File: config.mk
export PLATFORM = sky130hd
export DESIGN_NAME = multi_queue_fifo
export DESIGN_NICKNAME = d
export VERILOG_FILES = /design/src/rtl/multi_queue_fifo.sv
export SDC_FILE = /design/constraint.sdc
export NUM_CORES = 1
export LEC_CHECK = 0
export CAP_MARGIN = 20
export CORE_MARGIN = 2
export CORE_UTILIZATION = 41
export DETAILED_ROUTE_END_ITERATION = 8
export DONT_BUFFER_PORTS = 1
export GPL_TIMING_DRIVEN = 0
export PLACE_DENSITY = 0.66
export SYNTH_ARGS = -nofsm -noshare
export SYNTH_HDL_FRONTEND = slang
export SYNTH_SLANG_ARGS = --single-unit
File: constraint.sdc
create_clock -name clk -period 10.55 [get_ports clk]
set_clock_uncertainty 0.15 [all_clocks]
set_input_delay 2.11 -clock clk [delete_from_list [all_inputs] [get_ports clk]]
set_output_delay 2.11 -clock clk [all_outputs]
set_load 0.01 [all_outputs]
File: src/rtl/multi_queue_fifo.sv
// Several independent queues threaded through one shared data RAM by a link array.
// The link array holds a free list plus one list per queue. After reset, an init sweep builds the free list.
module multi_queue_fifo #(
   parameter int WIDTH              = 8,
   parameter int DEPTH              = 32,
   parameter int FIFOS              = 8,
   parameter int LOG2_DEPTH         = $clog2(DEPTH),
   parameter int LOG2_FIFOS         = $clog2(FIFOS),
   parameter int ALMOST_FULL_THRESH = 2
) (
   input  logic                              clk,
   input  logic                              rst,
   input  logic                              push,
   input  logic [LOG2_FIFOS-1:0]             push_fifo,
   input  logic [WIDTH-1:0]                  d,
   input  logic                              pop,
   input  logic [LOG2_FIFOS-1:0]             pop_fifo,
   output logic [WIDTH-1:0]                  q,
   output logic                              q_valid,
   output logic [LOG2_FIFOS-1:0]             q_fifo,
   output logic                              ready,
   output logic [FIFOS-1:0]                  empty,
   output logic [FIFOS*(LOG2_DEPTH+1)-1:0]   count,
   output logic [LOG2_DEPTH:0]               free_count,
   output logic                              full,
   output logic                              almost_full,
   output logic                              overflow,
   output logic                              underflow
);

   localparam int CW = LOG2_DEPTH + 1;

   typedef enum logic {INIT, RUN} state_t;
   state_t state, state_next;

   logic [LOG2_DEPTH-1:0] sweep;
   logic [WIDTH-1:0]      data_ram [DEPTH];
   logic [LOG2_DEPTH-1:0] link     [DEPTH];
   logic [LOG2_DEPTH-1:0] head     [FIFOS];
   logic [LOG2_DEPTH-1:0] tail     [FIFOS];
   logic [CW-1:0]         cnt      [FIFOS];
   logic [LOG2_DEPTH-1:0] free_head;
   logic [CW-1:0]         free_cnt;

   logic                  push_ok, pop_ok, same_q, refill_head;
   logic [LOG2_DEPTH-1:0] h, e;
   logic                  link_we;
   logic [LOG2_DEPTH-1:0] link_addr, link_wdata;

   always_comb begin
      state_next = state;
      if (state == INIT && sweep == LOG2_DEPTH'(DEPTH - 1))
         state_next = RUN;
   end

   assign ready = (state == RUN);

   // NOTE: every signal driven from always_comb gets a default first so no latch is inferred.
   always_comb begin
      push_ok     = ready && push && (free_cnt != '0);
      pop_ok      = ready && pop && (cnt[pop_fifo] != '0);
      same_q      = (push_fifo == pop_fifo);
      h           = head[pop_fifo];
      // A node freed by a pop is handed straight to a same-cycle push, so only one link write is needed.
      e           = pop_ok ? h : free_head;
      refill_head = (cnt[push_fifo] == '0) || (pop_ok && same_q && cnt[pop_fifo] == CW'(1));
      link_we     = 1'b0;
      link_addr   = '0;
      link_wdata  = '0;
      if (!ready) begin
         link_we    = 1'b1;
         link_addr  = sweep;
         link_wdata = LOG2_DEPTH'(sweep + 1'b1);
      end else if (push_ok && cnt[push_fifo] != '0) begin
         link_we    = 1'b1;
         link_addr  = tail[push_fifo];
         link_wdata = e;
      end else if (pop_ok && !push_ok) begin
         link_we    = 1'b1;
         link_addr  = h;
         link_wdata = free_head;
      end
   end

   // NOTE: the RAMs carry no reset; the init sweep rebuilds the link array, and data is only read after it is written.
   always_ff @(posedge clk) begin
      if (push_ok)
         data_ram[e] <= d;
      if (link_we)
         link[link_addr] <= link_wdata;
   end

   // NOTE: all state registers use non-blocking assignments so every read sees the pre-edge value.
   always_ff @(posedge clk or posedge rst) begin
      if (rst) begin
         state     <= INIT;
         sweep     <= '0;
         free_head <= '0;
         free_cnt  <= CW'(DEPTH);
         q         <= '0;
         q_valid   <= 1'b0;
         q_fifo    <= '0;
         overflow  <= 1'b0;
         underflow <= 1'b0;
         for (int i = 0; i < FIFOS; i++) begin
            head[i] <= '0;
            tail[i] <= '0;
            cnt[i]  <= '0;
         end
      end else begin
         state     <= state_next;
         if (!ready)
            sweep <= sweep + 1'b1;
         overflow  <= ready && push && !push_ok;
         underflow <= ready && pop && !pop_ok;
         q_valid   <= pop_ok;
         if (pop_ok) begin
            q                <= data_ram[h];
            q_fifo           <= pop_fifo;
            head[pop_fifo]   <= link[h];
         end
         if (push_ok) begin
            tail[push_fifo] <= e;
            if (refill_head)
               head[push_fifo] <= e;
         end
         if (push_ok && !pop_ok) begin
            free_head <= link[free_head];
            free_cnt  <= free_cnt - 1'b1;
         end else if (pop_ok && !push_ok) begin
            free_head <= h;
            free_cnt  <= free_cnt + 1'b1;
         end
         for (int i = 0; i < FIFOS; i++) begin
            if (push_ok && push_fifo == LOG2_FIFOS'(i) && !(pop_ok && pop_fifo == LOG2_FIFOS'(i)))
               cnt[i] <= cnt[i] + 1'b1;
            else if (pop_ok && pop_fifo == LOG2_FIFOS'(i) && !(push_ok && push_fifo == LOG2_FIFOS'(i)))
               cnt[i] <= cnt[i] - 1'b1;
         end
      end
   end

   always_comb begin
      count = '0;
      empty = '0;
      for (int i = 0; i < FIFOS; i++) begin
         count[i*CW +: CW] = cnt[i];
         empty[i]          = (cnt[i] == '0);
      end
   end

   assign free_count  = free_cnt;
   assign full        = (free_cnt == '0);
   assign almost_full = (free_cnt < CW'(ALMOST_FULL_THRESH));

endmodule

# Word level (Yosys, flattened, before mapping)
# Memory sizes are Yosys's and may differ from the RTL's. A register that Yosys moved wholly into a read port is not among the register bits.
# Index checks and enable logic that the tools add are counted.
[word_totals] regBits=151 mem_bits_rw=416 input_bits=18 output_inout_bits=79 word_cells=223 n_memories=2
[op_classes] add_sub_neg=19 n_lt_le_gt_ge=5 eq_ne=17 n_mux=56 bitwise_logic=3 reduce_logical=89
[memory_table] name="data_ram" words=32 word_bits=8 read_ports=1 rd_clocked_by_memory_dff=1 write_ports=1 line_no="37" text="logic [WIDTH-1:0] data_ram [DEPTH];"
[memory_table] name="link" words=32 word_bits=5 read_ports=2 rd_clocked_by_memory_dff=0 write_ports=1 line_no="38" text="logic [LOG2_DEPTH-1:0] link [DEPTH];"
[ops] operator="2-to-1 mux 6 bit" n=22
[ops] operator="bitwise mux 40 bit" n=3
[ops] operator="2-to-1 mux 40 bit" n=3
[ops] operator="2-to-1 mux 5 bit" n=15
[ops] operator="logical NOT 6 bit" n=10
[ops] operator="adder 6 x 1 -> 6 bit (second input constant)" n=9
[ops] operator="subtractor 6 x 1 -> 6 bit (second input constant)" n=9
[ops] operator="logical AND 1 bit" n=46
[ops] operator="binary-select mux 6 bit (select 3 bit)" n=2
[ops] operator="binary-select mux 5 bit (select 3 bit)" n=2
[ops] operator="demux 5 bit (select 3 bit)" n=2
[ops] operator="equality test 3 bit (second input constant)" n=8
[ops] operator="logical NOT 1 bit" n=18
[ops] operator="nonzero test 2 bit" n=9
[ops] operator="nonzero test 6 bit" n=3
[ops] operator="equality test 3 x 2 -> 1 bit (second input constant)" n=4
[ops] operator=">= comparator 4 bit (second input constant)" n=2
[ops] operator="less-than comparator 4 x 1 -> 1 bit (second input constant)" n=2
[ops] operator="NOT 3 -> 4 bit" n=2
[ops] operator="2-to-1 mux 1 bit" n=7
[ops] operator="equality test 3 x 1 -> 1 bit (second input constant)" n=2
[ops] operator="equality test 6 x 1 -> 1 bit (second input constant)" n=1
[ops] operator="logical NOT 3 bit" n=2
[ops] operator="less-than comparator 6 x 2 -> 1 bit (second input constant)" n=1
[ops] operator="5 further kinds" n=5

# Depth between registers and ports, before layout
# Gate-level depths: netlist of the first run.
[depth] word_depth=12 ltp_mapped=20 ltp_nobuf=17

# Worst setup path after synthesis of the first run
# OpenSTA, ideal clock, no wires.
[synth_path] kind="input-to-reg" start="input port pop_fifo[1]" end="memory link[23][0] (netlist name) (enable)" setup_ns=0.374 arrival_time_ns=5.278 setup_slack_ns=4.748 cell_stages=14 path_buffers=5 cell_sequence="buf_6 -> buf_6 -> clkinv_1 -> mux2i_1 -> o22a_1 -> a31oi_1 -> buf_2 -> buf_4 -> buf_2 -> ha_1 -> or3b_1 -> a31o_1 -> o21bai_4 -> nor3_1"
[synth_between] elab_chain_cells=12 elab_cells_between_ends=18
[synth_lines] element="from (decl)" line_no="17" text="input logic [LOG2_FIFOS-1:0] pop_fifo,"
[synth_lines] element="NOT 3 -> 4 bit (implied by the code) *" line_no="61" text="pop_ok = ready && pop && (cnt[pop_fifo] != '0);"
[synth_lines] element="binary-select mux 6 bit (select 3 bit) *" line_no="61"
[synth_lines] element="2-to-1 mux 6 bit (implied by the code) * (2 in a row)" line_no="61"
[synth_lines] element="nonzero test 6 bit *" line_no="61"
[synth_lines] element="logical AND 1 bit *" line_no="61"
[synth_lines] element="net pop_ok" line_no="45" text="logic push_ok, pop_ok, same_q, refill_head;"
[synth_lines] element="logical AND 1 bit *" line_no="78" text="end else if (pop_ok && !push_ok) begin"
[synth_lines] element="2-to-1 mux 1 bit" line_no="78"
[synth_lines] element="2-to-1 mux 1 bit" line_no="74" text="end else if (push_ok && cnt[push_fifo] != '0) begin"
[synth_lines] element="2-to-1 mux 1 bit" line_no="70" text="if (!ready) begin"
[synth_lines] element="2-to-1 mux 1 bit" line_no="89" text="if (link_we)"
[synth_lines] element="2-to-1 mux 1 bit (implied by the code)" line_no="90" text="link[link_addr] <= link_wdata;"
[synth_lines] element="to (decl)" line_no="38"
# The timed path passes the listed nets; every way through them passes the cells marked *. The select of a mux whose other input is x is not followed.

# Worst setup path after layout of the first run
[layout_path] start="input port pop_fifo[1]" end="memory link[22][2] (netlist name) (enable)"
# The elaborated chain is that of the path after synthesis.

==> reports/qor.yml, run 1 <==
period_share_pct: 65.1
post_dp_cell_area_mm2: 0.0287
overflow: 0
cts_buffers: 58
tightest_slew_ns: 1.08
cp-start-kind: "input port"
postRouteAntennaNets: 0
synthesis.area_per_instance_um2: 12.8
design.core.area_mm2: 0.0660
drtIter0Drc: 2119
cts.sink_count: 575
hp-class: "register to register"
rr_startpoint: "ready$_DFFE_PP0P_"
max-vdd-ir-drop_uv: 177
final_cell_mix: "416 x edfxtp_1, 343 x nand2_1, 158 x dfrtp_1, 148 x nor2_1"
fin_area_mm2: 0.0306
die_w_um: 263
highest_layer: "met4"
ys_ff_latch: 575
path_clk_slew_ns: 0.06
vias: 18942
fill_cells: 5788
fin_crit_ns: 6.87
gp_congestion: 0.965
io_buffers: 0
min_from: "tail[29]$_DFFE_PP0P_"
worstPathArrival_ns: 6.96
synth_edf_count: 416
power_mw: 8.59
initial_core_util_pct: 41.6
drc_errors: 0
setup_viol: 0
status: "completed"
drt-met1-wl_um: 31900
ios: 97
ys.flop_type: "edfxtp_1"
cp_cell_sequence: "buf_6 -> buf_6 -> clkinv_1 -> mux2i_1 -> o22a_1 -> a31oi_1 -> buf_2 -> buf_4 -> buf_2 -> ha_1 -> a21oi_1 -> nor3b_1 -> o21ai_1 -> nor3_1"
grt_max_degree: 83
cts_root_buf: "clkbuf_16"
ys_types: 79
cts_setup_buffers: 0
dp_hpwl_um: 55900
p_leak_nw: 11.1
rows: 94
max-slew-margin-rel_pct: 27.8
cts_tree: "yes"
netlist_area_mm2: 0.0274
max_freq_mhz: 146
hold_viol_final: 0
wl_met2_um: 37100
htreeDepth: 2
cts_resized: 0
postSynthCellCount: 2140
max_stage_delay_ns: 1.00
final_util_pct: 46.4
drt_first_pass_iters: 6
clk-insertion-delay-late_ns: 0.65
vias_per_cell: 6.06
antenna_found_initial: 0
die_area_mm2: 0.0690
max-clock-path-buffers: 3
totalWireLength_um: 80000
async_flop_share_pct: 27.7
drv_slew: 0
synth-seq-area-share_pct: 60.1
grt_use_total_pct: 22.9
die_y_um: 263
rsz0062_at_grt: "no"
required_ns: 10.65
routed-wl-met3_um: 7400
synth_fp_nets: 2213
syn_to_final_growth_pct: 11.7
critPathMaxFanout: 11
grt_pass1_vias: 19173
final_layout_size_suffix_gt1_share_pct: 15.9
antennaDiodeCount: 0
cellPowerDensity_mw_per_mm2: 280
endpoint_kind: "register"
cp-startpoint: "pop_fifo[1]"
nets: 2283
grt_pass1_wl_um: 120000
drv_cap: 0
synth-warning-count: 0
final_common_cell: "edfxtp_1"
crit_type: "input port to register"
finalSetupTns_ns: 0
hold_buffers: 0
wire_per_inst_um: 25.6
cp_slowest_cell: "nor3_1"
[flip-flops by register name (all words and copies together), names as in the netlist]
name / cells
data_ram: 256
link: 160
count: 48
head: 40
tail: 40
q: 8
free_count: 6
free_head: 5
sweep: 5
q_fifo: 3
overflow: 1
q_valid: 1
ready: 1
underflow: 1
[cells by family (layout without fill, tap and decap cells)]
family                   Yosys count  after routing  share of synthesized area, %
AND/OR/NAND/NOR                  717            717                          12.1
flip-flops                       575            575                          60.1
AO/OA/AOI/OAI                    386            386                          9.93
multiplexers                     186            186                          10.5
buffers and inverters            157            277                          2.59
XOR/XNOR                          64             64                          2.04
adder cells (fa/ha/maj)           55             55                          2.73
[through the flow]
stage / setup WS, ns / hold WS, ns / cells
final: 3.68 / 0.335 / 3124
after global routing: 3.58 / 0.370 / 3124
after CTS: 3.89 / 0.330 / 3121
after detailed placement: 3.24 / 0.317 / 3011
after global placement: 2.12 / 0.310 / 3004
after floorplan: 4.00 / 0.295 / 2140
[cell usage after synthesis (41+ instances only)]
| master | number | area, µm² |
|---|---|---|
| a211oi_1 | 67 | 503 |
| mux2_2 | 72 | 811 |
| edfxtp_1 | 416 | 12500 |
| and2_1 | 51 | 319 |
| nor2_1 | 148 | 556 |
| buf_2 | 48 | 240 |
| nand2_1 | 343 | 1290 |
| o21ai_0 | 47 | 235 |
| mux4_2 | 72 | 1620 |
| nand3_1 | 56 | 280 |
| a221o_1 | 41 | 410 |
| dfrtp_1 | 158 | 3950 |
| a31oi_1 | 72 | 450 |
| clkbuf_1 | 47 | 176 |
| ha_1 | 47 | 588 |
| a21oi_1 | 47 | 235 |
[critical path, delay by kind of cell]
| family | cells | cell delay (ns) |
|---|---|---|
| simple gates | 2 | 1.49 |
| mux | 1 | 0.21 |
| fa+ha+maj | 1 | 0.35 |
| buf+inv | 6 | 1.71 |
| compound gates | 4 | 1.07 |
[metal layers]
| metal | vias to the layer above | track usage, % |
|---|---|---|
| met1 | 9482 | 29.6 |
| li1 | 8168 | - |
| met4 | 0 | 9.49 |
| met5 | - | 0 |
| met3 | 250 | 5.74 |
| met2 | 1042 | 36.9 |
[path summary, 6_finish.rpt]
check	cells after the start	end	slack [ns]
setup / recovery	14	link[22][2]$_DFFE_PP_	3.68
min in group asynchronous	1	free_count[3]$_DFFE_PP0P_	1.20
setup reg to reg	11	link[22][2]$_DFFE_PP_	4.99
max in group asynchronous	2	q[3]$_DFFE_PP0N_	8.15
hold reg to reg	2	tail[29]$_DFFE_PP0P_	0.33
hold / removal	2	tail[29]$_DFFE_PP0P_	0.33
[power breakdown]
group          leakage [nW]  internal [mW]  switching [mW]
clock                 0.957           1.20           0.906
sequential             5.80           2.82           0.377
combinational          4.38           1.21            2.07
[area by class of cell]
| class | count | area [µm²] | share of cell area (%) |
|---|---|---|---|
| Buffer | 119 | 567 | 1.85 |
| Clock buffer | 79 | 1620 | 5.29 |
| Clock inverter | 31 | 323 | 1.05 |
| Inverter | 38 | 150 | 0.490 |
| Multi-Input combinational cell | 1408 | 10300 | 33.5 |
| Sequential cell | 575 | 16500 | 53.8 |
| Tap cell | 864 | 1080 | 3.53 |
| Timing Repair Buffer | 10 | 149 | 0.486 |
(Power assumes the default switching activity.)
==> run 2: changes to the inputs <==
--- a/config.mk
+++ b/config.mk
@@ -11,7 +11,7 @@
 export DETAILED_ROUTE_END_ITERATION = 8
 export DONT_BUFFER_PORTS = 1
 export GPL_TIMING_DRIVEN = 0
-export PLACE_DENSITY = 0.66
+export PLACE_DENSITY = 0.68
 export SYNTH_ARGS = -nofsm -noshare
 export SYNTH_HDL_FRONTEND = slang
 export SYNTH_SLANG_ARGS = --single-unit
==> constraint.sdc (replaced) <==
create_clock -name clk -period 6.3 [get_ports clk]
set_clock_uncertainty 0.15 [all_clocks]
set_input_delay 1.26 -clock clk [delete_from_list [all_inputs] [get_ports clk]]
set_output_delay 1.26 -clock clk [all_outputs]
set_load 0.01 [all_outputs]
==> run 2 against run 1 <==
  * Non-clock buffer count unchanged
  * Count of clock-buffer cells in the layout unchanged
  * Critical endpoint is now link[23][2]$_DFFE_PP_
  * Core utilization about the same
  * Total power up 68%
  * Highest routed layer unchanged
  * First-iteration DRC count up 18%
  * Flip-flop and latch count unchanged
==> reports/qor.yml, run 2 (synthesis results as in run 1) <==
ios: 97
pre_cts_slack_ns: -0.123
grt_max_degree: 84
grt_pass1_vias: 18747
max-vdd-ir-drop_uv: 239
drv_slew: 0
setup_viol: 0
critPathMaxFanout: 11
top_register: "data_ram"
hold_viol_final: 0
cts_setup_buffers: 0
die_area_mm2: 0.0690
layout_setup_ws_ns: 0.319
antenna_found_initial: 0
final_layout_size_suffix_gt1_share_pct: 16.1
p_leak_nw: 11.1
cellPowerDensity_mw_per_mm2: 470
max_freq_mhz: 167
rows: 94
cts_resized: 0
initial_core_util_pct: 41.6
power_mw: 14.4
vias_per_cell: 6.11
cts.sink_count: 575
wire_per_inst_um: 25.8
final_common_cell: "edfxtp_1"
design.core.area_mm2: 0.0660
hp-class: "register to register"
dp_hpwl_um: 56500
cts_buffers: 59
max-clock-path-buffers: 3
syn_to_final_growth_pct: 11.9
path_clk_slew_ns: 0.06
drt_first_pass_iters: 5
overflow: 0
status: "completed"
final_cell_mix: "416 x edfxtp_1, 343 x nand2_1, 158 x dfrtp_1, 148 x nor2_1"
cp-startpoint: "pop_fifo[1]"
cts_root_buf: "clkbuf_16"
die_y_um: 263
tightest_slew_ns: 1.09
vias: 19105
crit_type: "input port to register"
endpoint: "link[23][2]$_DFFE_PP_"
hold_buffers: 0
worstPathArrival_ns: 6.09
drc_errors: 0
period_share_pct: 94.9
io_buffers: 0
rr_startpoint: "ready$_DFFE_PP0P_"
htreeDepth: 2
totalWireLength_um: 80700
r2r_end: "link[23][2]$_DFFE_PP_"
largest_reg_flops: 256
cts_tree: "yes"
rr_worst_depth: 12
nets: 2284
r2r_slack_ns: 0.75
max-slew-margin-rel_pct: 27.3
grt_use_total_pct: 23.0
fin_crit_ns: 5.98
cp-start-kind: "input port"
clk-insertion-delay-late_ns: 0.64
rsz0062_at_grt: "no"
required_ns: 6.41
drtIter0Drc: 2493
gp_congestion: 0.947
drv_cap: 0
die_w_um: 263
endpoint_kind: "register"
postRouteAntennaNets: 0
grt_pass1_wl_um: 120000
==> run 2: how the worst min path moves through the flow <==
stage	slack (ns)	depth (start not counted)	from	endpoint
2_1_floorplan	0.29	2	tail[25]$_DFFE_PP0P_	tail[25]$_DFFE_PP0P_
3_3_place_gp	0.31	2	tail[26]$_DFFE_PP0P_	tail[26]$_DFFE_PP0P_
3_5_place_dp	0.32	2	tail[28]$_DFFE_PP0P_	tail[28]$_DFFE_PP0P_
4_1_cts	0.33	2	tail[28]$_DFFE_PP0P_	tail[28]$_DFFE_PP0P_
5_1_grt	0.36	1	tail[2]$_DFFE_PP0P_	tail[2]$_DFFE_PP0P_
6_report	0.33	2	tail[28]$_DFFE_PP0P_	tail[28]$_DFFE_PP0P_
==> run 2: final cells by class <==
type | count | area [µm²]
Antenna cell | 1 | 2.50
Buffer | 119 | 567
Fill cell | 5713 | 35300
Multi-Input combinational cell | 1408 | 10300
Tap cell | 864 | 1080
Clock buffer | 79 | 1670
Inverter | 38 | 150
Timing Repair Buffer | 10 | 170
Sequential cell | 575 | 16500
Clock inverter | 31 | 278
==> run 2: layer usage <==
metal  vias up  wire [µm]  track usage, %
met5         -          0               0
met1      9563      32300            31.3
li1       8196          -               -
met3       188       7650            4.32
met2      1158      38000            37.0
met4         0       2710            8.23
==> run 2: per-stage QoR <==
| stage | instance area [µm²] | setup TNS, ns | cells | hold slack (ns) | util [%] |
|---|---|---|---|---|---|
| 4_1_cts | 30600 | 0 | 3120 | 0.330 | 46.4 |
| 5_1_grt | 30700 | 0 | 3124 | 0.364 | 46.5 |
| 2_1_floorplan | 27400 | 0 | 2140 | 0.295 | - |
| 3_5_place_dp | 28600 | -2.23 | 3010 | 0.316 | 43.4 |
| 6_report | 30700 | 0 | 3125 | 0.329 | 46.5 |
| 3_3_place_gp | 28500 | -228.27 | 3004 | 0.310 | 43.2 |
==> run 2: power breakdown <==
group	internal, mW	switching (mW)	total (mW)
Combinational	2.04	3.51	5.55
Clock	1.96	1.54	3.51
Sequential	4.72	0.626	5.35
Total	8.72	5.68	14.4
==> run 2: critical path: stages <==
cell      delay, ns
buf_6          0.15
buf_6          0.18
clkinv_1       0.26
mux2i_1        0.23
o22a_1         0.22
a31oi_1        0.35
buf_2          0.37
buf_4          0.33
buf_2          0.48
ha_1           0.33
nand2_1        0.07
mux2_2         0.30
a21oi_1        0.53
nand2_1        0.23
nor3_1         0.79
==> RTL change 1, RTL diff (flow settings as in run 1) <==
Set the parameter `DEPTH` to 16 (it was 32).
--- a/src/rtl/multi_queue_fifo.sv
+++ b/src/rtl/multi_queue_fifo.sv
@@ -3,5 +3,5 @@
 module multi_queue_fifo #(
    parameter int WIDTH              = 8,
-   parameter int DEPTH              = 32,
+   parameter int DEPTH              = 16,
    parameter int FIFOS              = 8,
    parameter int LOG2_DEPTH         = $clog2(DEPTH),
Ports: changed (resized count and free_count); port bits go from 97 to 88. The function was not compared with the original's and may differ.
==> RTL change 1 against run 1 <==
- routed wire length shrank 50%
- worst setup slack gained 200 ps
- register-to-register slack gained 230 ps
- highest routed layer unchanged
- total power shrank 39%
- sequential cell count shrank 251
- final cell count shrank 43%
- synthesized area shrank 42%
- die area shrank 41%
- design area shrank 42%
- fmax grew 3.0%
- combinational power shrank 39%
==> RTL change 1: results (changes against run 1) <==
| Metric | Value |
|---|---|
| Status | completed |
| Pin count of the biggest net entering global routing | 84 (+1.2%) |
| R2R Path Start | count[26] |
| Synth Area in Compound Gates | 7.94% (-2.0 points) |
| Slew headroom | 25.9% (-1.9 points) |
| Mux share of post-synthesis cell area | 16.5% (+6.0 points) |
| Buffering overhead | 1.93% (-0.41 points) |
| Synth top cells by count | edfxtp_1 (192), dfrtp_1 (131), mux2i_1 (116) |
| Post-place setup slack | 3410 ps (+173 ps) |
| Hold WS | 328 ps (-7.10 ps) |
| Final Instance Count excl. Fillers | 1,791 (-43%) |
| CP Launch Point | pop_fifo[2] |
| Maximum vdd drop | 0.000154 V (-13%) |
| Path depth of the worst reg2reg path | 18 (+7) |
| Mean Syn Cell Area | 13.3 µm² (+3.6%) |
| Gr usage total | 19.8% (-3.1 points) |
| Non-clock inverter count | 35 (-7.9%) |
| Met2 track demand over resource | 33.0% (-3.9 points) |
| Sequential share of cell area | 50.9% (-2.9 points) |
| Share of cells above drive strength 1 | 13.5% (-2.4 points) |
| Worst reg2reg path endpoint | free_count[4] |
| Met3 GRT Util | 5.12% (-0.63 points) |
| Global-route wire length before repair | 61,800 µm (-48%) |
| Skew-Pair Late Insertion Delay | 520 ps (-130 ps) |
| Fillers | 3,414 (-41%) |
| Multi-input gate share of total cell area | 36.4% (+2.9 points) |
| CP Max Fanout | 10 (-1) |
| Worst endpoint data arrival time | 6650 ps (-310 ps) |
| Post-Place Cells | 1,726 (-43%) |
| Plain + repair buffers | 72 (-44%) |
| Clock buf/inv share | 6.38% (+0.032 points) |
| Async set-reset flop share out of synthesis | 40.7% (+13 points) |
| Mapped Cells | 1,203 (-44%) |
| Synth unique cells | 60 (-24%) |
| Starting DRT DRC Count | 731 (-66%) |
| GRT met1 Usage | 25.4% (-4.2 points) |
| DR vias | 10,116 (-47%) |
| CTS buffer count | 37 (-36%) |
| Detailed placement HPWL | 28,500 µm (-49%) |
| Crit path capture | data_ram[0][4] |
| Post-synth EDFFs | 192 (-54%) |
| WL/cell | 22.3 µm (-13%) |
| Max incr delay on CP | 840 ps (-160 ps) |
| Seq/Total Area, Yosys | 56.8% (-3.3 points) |
| Clkbuf count | 53 (-33%) |
| Period utilisation layout | 63.2% (-1.9 points) |
| Max FFs per register | 128 (-50%) |
| Ranking of synthesized cells by area | edfxtp_1 (36%), dfrtp_1 (21%), mux4_2 (7.5%), mux2i_1 (7.3%), ha_1 (3.1%) |
| Comb_multi_in | 779 (-45%) |
| FF-to-FF setup slack | 5220 ps (+230 ps) |
==> RTL change 1: changes by cell type after synthesis, sizes merged, moves of 21 or more <==
cell,delta
mux2i,+77
a211oi,-59
dfrtp,-27
o22ai,-34
nand2,-241
and2,-69
edfxtp,-224
buf,-46
a211o,+21
a31oi,-70
mux2,-50
a221o,-37
nor2,-75
nand3,-47
==> RTL change 1: metal layers <==
layer  up-vias  routed length [µm]
li1       4615                   -
met5         -                   0
met3        76                3000
met2       342               19100
met1      5083               16600
met4         0                1170
==> RTL change 1: power breakdown <==
group	internal [mW]	total, mW	switching (mW)
combinational	0.839	1.99	1.15
sequential	1.69	1.99	0.299
clock	0.728	1.22	0.493
==> RTL change 1: worst min-delay path, cell delays in order (launching register included) <==
cell and delay [ps]:
dfrtp_1 340, nand2_1 40, o21ai_0 60
==> RTL change 1: kinds of logic after synthesis <==
kind of cell	count (synthesis)
buf+inv	100
mux	194
compound gates	190
fa+ha+maj	49
simple gates	293
xor+xnor	53
flops	324
==> RTL change 2, RTL diff (config.mk and constraints of run 1) <==
Without the edit above. Remove the register `underflow`: a continuous assignment takes its place, so the output `underflow` follows one clock earlier.
--- a/src/rtl/multi_queue_fifo.sv
+++ b/src/rtl/multi_queue_fifo.sv
@@ -102,5 +102,4 @@
          q_fifo    <= '0;
          overflow  <= 1'b0;
-         underflow <= 1'b0;
          for (int i = 0; i < FIFOS; i++) begin
             head[i] <= '0;
@@ -113,5 +112,4 @@
             sweep <= sweep + 1'b1;
          overflow  <= ready && push && !push_ok;
-         underflow <= ready && pop && !pop_ok;
          q_valid   <= pop_ok;
          if (pop_ok) begin
@@ -141,4 +139,6 @@
    end
 
+   assign underflow = ready && pop && !pop_ok;
+
    always_comb begin
       count = '0;
Behaviour: no difference found for any inputs over 4 cycles, from zero or initial values and one cycle with rst high; that may be too few to reach the edited logic, so the function may still have changed.
==> RTL change 2 against run 1 <==
- routed wire length grew 2.4%
- critical path type unchanged
- worst setup slack improved by 180 ps
- sequential share of layout area grew 0.21 points
- synthesized area down 0.13%
- design area decreased by 0.54%
- total power is 0.58% lower
- sequential power is essentially flat
- critical path depth down 1
- fmax rose by 2.7%
- hold slack lost 3.3 ps
- clock power fell by 3%
- sequential cell count down 1
- combinational power hardly changed
- count of clock-buffer cells in the layout fell by 6
==> RTL change 2: results (changes against run 1) <==
| Metric | Value |
|---|---|
| Status | completed |
| Tmin final | 6690 ps (-178 ps) |
| Clkbuf count | 73 (-7.6%) |
| Pwr dens | 280 nW/µm² (about the same) |
| Comb_multi_in | 1,460 (+3.7%) |
| Sequential share of cell area | 54.0% (+0.21 points) |
| Vias/cell | 6.09 (+0.51%) |
| Power of the clock network | 2.04 mW (-3%) |
| Plain + repair buffers | 158 (+22%) |
| Min-delay src | tail[18] |
| Post-place setup slack | 3410 ps (+165 ps) |
| Max incr delay on CP | 780 ps (-220 ps) |
| Crit path capture | link[13][4] |
| Worst reg2reg path endpoint | count[23] |
| R2R Path Start | free_count[3] |
| CTS buffer count | 57 (-1.7%) |
| P_int | 5.21 mW (-0.56%) |
| Worst endpoint data arrival time | 6790 ps (-170 ps) |
| Post-Place Cells | 3,101 (+3.0%) |
| Final Instance Count excl. Fillers | 3,202 (+2.5%) |
| Clock buf/inv share | 5.99% (-0.36 points) |
| Buffering overhead | 2.94% (+0.61 points) |
| Seq. pwr | 3.21 mW (about the same) |
| CP top delay family | compound AO/OA/AOI/OAI gates |
| Non-clock inverter count | 47 (+24%) |
| Mean Syn Cell Area | 12.3 µm² (-4.1%) |
| Worst Hold Path EP | tail[18] |
| Lkg Pwr | 11.1 nW (-0.51%) |
| FF-to-FF setup slack | 4760 ps (-230 ps) |
| Vias in the first global route | 18,972 (-1.0%) |
| Synth Net Count | 2,301 (+4.0%) |
| Synth Area in XOR/XNOR | 2.05% (+0.0027 points) |
==> RTL change 2: cell types whose count changed in the layout (fill, tap and decap cells not counted), moves of 33 or more <==
cell and change:
a221o_1 -37, mux2_2 -45, nand3_1 +38, and2_1 -45, clkbuf_1 +33, and3_1 +71, o21ai_0 +40
==> RTL change 2: metal layers <==
metal	wire length, µm	vias to the layer above	share of wire [%]	track usage (%)
met3	8230	185	10	5.35
met2	37700	1095	46	36.5
met4	3000	0	3.7	9.13
li1	-	8521	-	-
met1	32900	9712	40	31.6
met5	0	-	0	0
==> RTL change 2: worst min-delay path, delay by kind of cell (launching register included) <==
kind / cells / cell delay (ps)
compound gates: 1 / 60
flops: 1 / 340
simple gates: 1 / 50
==> RTL change 2: stage by stage <==
step,area (µm²),utilization (%)
2_1_floorplan,27400,-
3_3_place_gp,28500,43.1
3_5_place_dp,28600,43.4
4_1_cts,30400,46.1
5_1_grt,30500,46.2
6_report,30500,46.2
